### config.mk
export PLATFORM = sky130hd
export DESIGN_NAME = fifo_ctrl
export DESIGN_NICKNAME = d
export VERILOG_FILES = /design/src/rtl/fifo_pkg.sv /design/src/rtl/fifo_ns.sv /design/src/rtl/fifo_ctrl.sv
export SDC_FILE = /design/constraint.sdc
export NUM_CORES = 1
export LEC_CHECK = 0
export BUFFER_PORTS_ARGS = -buffer_cell sky130_fd_sc_hd__buf_2
export CELL_PAD_IN_SITES_DETAIL_PLACEMENT = 1
export CELL_PAD_IN_SITES_GLOBAL_PLACEMENT = 2
export CORE_MARGIN = 1
export CORE_UTILIZATION = 34
export DETAILED_ROUTE_END_ITERATION = 8
export PLACE_DENSITY_LB_ADDON = 0.3
export SLEW_MARGIN = 20
export SYNTH_ARGS = -nofsm -noshare
export SYNTH_HDL_FRONTEND = slang
export SYNTH_SLANG_ARGS = --single-unit
### constraint.sdc
create_clock -name clk -period 5.36 [get_ports clk]
set_input_delay 1.34 -clock clk [delete_from_list [all_inputs] [get_ports clk]]
set_output_delay 1.34 -clock clk [all_outputs]
set_load 0.005 [all_outputs]
### src/rtl/fifo_pkg.sv
// Shared constants and state encoding for the 8 x 32 register FIFO controller.
package fifo_pkg;

  localparam int DATA_WIDTH = 32;
  localparam int ADDR_WIDTH = 3;
  localparam int DEPTH      = 1 << ADDR_WIDTH;
  localparam int CNT_WIDTH  = ADDR_WIDTH + 1;

  localparam logic [CNT_WIDTH-1:0] FULL_COUNT  = CNT_WIDTH'(DEPTH);
  localparam logic [CNT_WIDTH-1:0] EMPTY_COUNT = '0;

  typedef enum logic [2:0] {
    INIT     = 3'b000,
    NO_OP    = 3'b001,
    WRITE    = 3'b010,
    WR_ERROR = 3'b011,
    READ     = 3'b100,
    RD_ERROR = 3'b101
  } state_e;

endpackage

### src/rtl/fifo_ns.sv
// Resolves the requested operation for this cycle into the next state and the
// next head/tail/count values; purely combinational.
module fifo_ns
  import fifo_pkg::*;
(
  input  logic                  wr_en,
  input  logic                  rd_en,
  input  logic [ADDR_WIDTH-1:0] head,
  input  logic [ADDR_WIDTH-1:0] tail,
  input  logic [CNT_WIDTH-1:0]  count,
  output logic [2:0]            state_d,
  output logic [ADDR_WIDTH-1:0] head_d,
  output logic [ADDR_WIDTH-1:0] tail_d,
  output logic [CNT_WIDTH-1:0]  count_d,
  output logic                  wr_commit
);

  logic is_full;
  logic is_empty;

  assign is_full  = (count == FULL_COUNT);
  assign is_empty = (count == EMPTY_COUNT);

  // NOTE: every output gets a default before the case so no path can infer a latch.
  always_comb begin
    state_d   = NO_OP;
    head_d    = head;
    tail_d    = tail;
    count_d   = count;
    wr_commit = 1'b0;

    case ({wr_en, rd_en})
      2'b10: begin
        if (is_full) begin
          state_d = WR_ERROR;
        end else begin
          state_d   = WRITE;
          tail_d    = tail + 1'b1;  // 3-bit overflow gives the 7 -> 0 wrap
          count_d   = count + 1'b1;
          wr_commit = 1'b1;
        end
      end
      2'b01: begin
        if (is_empty) begin
          state_d = RD_ERROR;
        end else begin
          state_d = READ;
          head_d  = head + 1'b1;
          count_d = count - 1'b1;
        end
      end
      // Simultaneous requests are refused outright; the requester retries.
      default: state_d = NO_OP;
    endcase
  end

endmodule

### src/rtl/fifo_ctrl.sv
// Write side and control of the 8 x 32 register FIFO: storage, pointers,
// occupancy and operation state; the head pointer selects the external read mux.
module fifo_ctrl
  import fifo_pkg::*;
(
  input  logic                  clk,
  input  logic                  reset_n,
  input  logic                  wr_en,
  input  logic                  rd_en,
  input  logic [DATA_WIDTH-1:0] din,
  output logic [DATA_WIDTH-1:0] reg_out0,
  output logic [DATA_WIDTH-1:0] reg_out1,
  output logic [DATA_WIDTH-1:0] reg_out2,
  output logic [DATA_WIDTH-1:0] reg_out3,
  output logic [DATA_WIDTH-1:0] reg_out4,
  output logic [DATA_WIDTH-1:0] reg_out5,
  output logic [DATA_WIDTH-1:0] reg_out6,
  output logic [DATA_WIDTH-1:0] reg_out7,
  output logic [ADDR_WIDTH-1:0] rd_addr,
  output logic                  full,
  output logic                  empty,
  output logic [CNT_WIDTH-1:0]  data_count,
  output logic                  wr_ack,
  output logic                  wr_err,
  output logic                  rd_ack,
  output logic                  rd_err
);

  state_e                state_q;
  logic [2:0]            state_d;
  logic [ADDR_WIDTH-1:0] head_q, head_d;
  logic [ADDR_WIDTH-1:0] tail_q, tail_d;
  logic [CNT_WIDTH-1:0]  count_q, count_d;
  logic                  wr_commit;
  logic [DATA_WIDTH-1:0] mem_q [DEPTH];

  fifo_ns u_ns (
    .wr_en     (wr_en),
    .rd_en     (rd_en),
    .head      (head_q),
    .tail      (tail_q),
    .count     (count_q),
    .state_d   (state_d),
    .head_d    (head_d),
    .tail_d    (tail_d),
    .count_d   (count_d),
    .wr_commit (wr_commit)
  );

  // NOTE: non-blocking assignments throughout so all state updates see pre-edge values.
  always_ff @(posedge clk) begin
    if (!reset_n) begin
      state_q <= INIT;
      head_q  <= '0;
      tail_q  <= '0;
      count_q <= '0;
      // NOTE: storage is reset because the mux outputs are visible ports and must never be X.
      for (int i = 0; i < DEPTH; i++) begin
        mem_q[i] <= '0;
      end
    end else begin
      state_q <= state_e'(state_d);
      head_q  <= head_d;
      tail_q  <= tail_d;
      count_q <= count_d;
      if (wr_commit) begin
        mem_q[tail_q] <= din;
      end
    end
  end

  assign reg_out0 = mem_q[0];
  assign reg_out1 = mem_q[1];
  assign reg_out2 = mem_q[2];
  assign reg_out3 = mem_q[3];
  assign reg_out4 = mem_q[4];
  assign reg_out5 = mem_q[5];
  assign reg_out6 = mem_q[6];
  assign reg_out7 = mem_q[7];

  // Flags come from the count: head == tail alone cannot tell empty from full.
  assign rd_addr    = head_q;
  assign data_count = count_q;
  assign full       = (count_q == FULL_COUNT);
  assign empty      = (count_q == EMPTY_COUNT);

  assign wr_ack = (state_q == WRITE);
  assign wr_err = (state_q == WR_ERROR);
  assign rd_ack = (state_q == READ);
  assign rd_err = (state_q == RD_ERROR);

endmodule

==> results by group <==
Layout
  • Layout Cells excl Fill: 1,426
  • Filler cells: 3,092
  • Most common cell after layout, fill and taps aside: buf_2
  • Layout cells sized above 1: 0.3612
  • Fin util: 0.4457
  • Synth-to-Final Area Change: 27.62%
  • Final Instance Area: 12,930 um^2
  • Nets@finish: 1,064
  • Commonest cells after routing, fill and taps aside: buf_2 (304), edfxtp_1 (256), nor2_1 (250)

Synth
  • Cell Area, Synth: 10,130 um^2
  • Yosys warning total: 0
  • Synth unique cells: 40
  • Mean Syn Cell Area: 14.15 um^2
  • Post-synth EDFFs: 256
  • Seq/Total Area, Yosys: 0.7843
  • Mapped Nets: 759
  • Mapped Cells: 716
  • Async S/R FF share, synth: 0
  • Synth Register Bits: 269
  • Main synth FF type: edfxtp_1

Clock network
  • Number of cells upsized or downsized after cts: 0
  • Root Driver: clkbuf_16
  • Total CTS buffers: 29
  • CTS Buffer Depth: 3
  • CTS H-tree depth: 1
  • CTS tree: yes
  • Clock slew at reported path FFs: 0.06 ns
  • Clock Sinks: 269
  • Hold_buf cts: 0
  • Post-CTS setup buffers: 0
  • Clk_lat worst skew: 0.53 ns

Route
  • M1 WL: 12.08 mm
  • Initial DRT Pass Iterations: 5
  • Metal3 WL: 2.319 mm
  • Vias per cell: 4.704
  • Drt total wl: 31.24 mm
  • Vias: 6,708
  • Highest Signal Layer: met5
  • WL/cell: 21.91 um
  • DRC Markers: 0
  • Met2 Wirelength: 16.18 mm
  • Antenna-violating nets left: 0
  • DR iter-0 viols: 477

Pwr
  • Share of power burned in registers: 0.537
  • Leak Pwr: 5.215 nW
  • Clk pwr share: 0.390
  • Net switching power: 1.054 mW
  • Worst IR Drop VDD: 0.0002245 V
  • Power after layout: 4.567 mW
  • Internal power: 3.513 mW
  • Comb pwr share: 0.073
  • Power Density: 353.2 nW/um^2
  • Net Sw Frac: 0.2308

Worst setup path
  • Reg-to-reg startpoint: data_count[1]
  • WS Path Type: input port to flop
  • Worst R2R Setup Slack: 2.35 ns
  • WP data required: 5.59 ns
  • Startpoint Class: input port
  • Worst-path fanout max: 38
  • Crit. End Element: flop
  • FF-to-FF path depth: 4
  • Crit path DAT: 3.76 ns
  • Reg2reg end: mem_q[7][24]

STA
  • Fin Setup TNS: 0 ns
  • Final min period: 3.528 ns
  • Fmax: 0.2834 GHz
  • RSZ-0062 raised after global routing: no
  • Setup violators final: 0
  • Period utilization: 0.6583
  • Worst Tran Pin Value: 1.043 ns
  • Max-slew violation count: 0
  • Hold Vio Cnt, Final: 0
  • Clock Skews: 0.01729 ns
  • Rel. slew slack: 0.3023

Floorplanning
  • Die Area: 30,500 um^2
  • Std cell rows: 62
  • Initial core utilization: 0.3493
  • Die outline width: 174.6 um
  • # IOs: 305
  • Die height: 174.6 um
  • Core area: 29,010 um^2

Global routing
  • Gr ovfl total: 0
  • Vias in the first global route: 7,064
  • Total GRT Usage: 0.2034
  • First-pass GRT wire length: 45.73 mm
  • Initial antenna violation count: 2
  • Largest net degree at the start of global routing: 45

Hold path
  • Worst hold stages: 2
  • Hold endpoint: rd_addr[1]
  • Worst min-delay path category: flop to flop
  • Hold path startpoint: rd_addr[1]

Status
  • Status: finished, final reports clean

Placement
  • Inst Count DP: 1,369
  • Area after detailed placement: 11,970 um^2
  • DP Wirelength: 22.82 mm
  • I/O Buffers: 304
  • GP Congestion: 0.8160

Run
  • MaxCap Viol Count: 0
## final cells by class
| class | instances | area (um^2) | share of cell area |
|---|---|---|---|
| Tap cell | 384 | 480.5 | 0.03715 |
| Sequential cell | 269 | 7948 | 0.6146 |
| Inverter | 6 | 22.52 | 0.001741 |
| Clock buffer | 37 | 755.7 | 0.05844 |
| Clock inverter | 14 | 76.32 | 0.005902 |
| Timing Repair Buffer | 318 | 1714 | 0.1325 |
| Multi-Input combinational cell | 397 | 1933 | 0.1495 |
| Antenna cell | 1 | 2.502 | 0.0001935 |
## cell usage after synthesis (all sizes together), types with 2 or more instances
cell type,instances,area share
and3b,3,0.0026
a21boi,2,0.0015
nand2,69,0.026
and3,2,0.0012
edfxtp,256,0.76
nor3b,3,0.0022
nor2b,3,0.0019
and2,13,0.0080
o211ai,2,0.0015
buf,36,0.033
nand4b,2,0.0030
dfxtp,13,0.026
o21ai,11,0.0054
nand4,3,0.0025
inv,6,0.0022
mux2,2,0.0022
a21oi,2,0.00099
ha,7,0.0086
xnor2,3,0.0026
nor2,251,0.093
nor3,2,0.00099
xor2,3,0.0026
nand3,3,0.0015
clkbuf,8,0.0030
## power by group through the flow
stage	registers [mW]	logic, mW	clock network [mW]
floorplan	2.49	0.143	0
global placement	2.50	0.321	0
detailed placement	2.50	0.328	0
CTS	2.46	0.330	1.82
global route	2.46	0.364	1.89
finish	2.45	0.332	1.78
## through the flow
step                hold slack [ns]  setup slack, ns
finish                       0.5810            1.832
global route                 0.6275            1.628
CTS                          0.5909            1.528
detailed placement           0.5744           0.9768
global placement             0.5356            1.120
floorplan                    0.5106           0.5892
## layer usage
| metal | track usage | vias to the layer above |
|---|---|---|
| met4 | 0.04928 | 2 |
| met2 | 0.3659 | 259 |
| met5 | 0 | - |
| li1 | - | 3071 |
| met3 | 0.05396 | 40 |
| met1 | 0.2404 | 3336 |
## how the worst max path moves through the flow
| stage | depth (start not counted) | slack [ns] | from | to |
|---|---|---|---|---|
| global route | 6 | 1.63 | rd_en | mem_q[7][20] |
| finish | 6 | 1.83 | rd_en | mem_q[7][24] |
| detailed placement | 5 | 0.98 | rd_en | mem_q[7][19] |
| global placement | 5 | 1.12 | rd_en | mem_q[7][16] |
| CTS | 5 | 1.53 | rd_en | mem_q[7][6] |
| floorplan | 6 | 0.59 | rd_en | mem_q[2][0] |
## cells by family (layout without fill, tap and decap cells)
logic type               after synthesis  after routing  synth area share
AO/OA/AOI/OAI                         21             21           0.01284
multiplexers                           3              3          0.003210
other                                  0              1                 0
AND/OR/NAND/NOR                      360            360            0.1480
flip-flops                           269            269            0.7843
buffers and inverters                 50            375           0.03778
XOR/XNOR                               6              6          0.005187
adder cells (fa/ha/maj)                7              7          0.008643
## state kept, by name, indices dropped and copies added, names as in the netlist
register and count:
mem_q 256, rd_addr 3, data_count 4, state_q 3
tail_q 3
## critical path, cell delays in order
cell and delay (ns):
buf_2 0.11, inv_1 0.07, ha_1 0.52, nand4_4 0.64, o21ai_4 0.81, buf_16 0.23
Note: power is estimated with default switching activity, not from simulation.
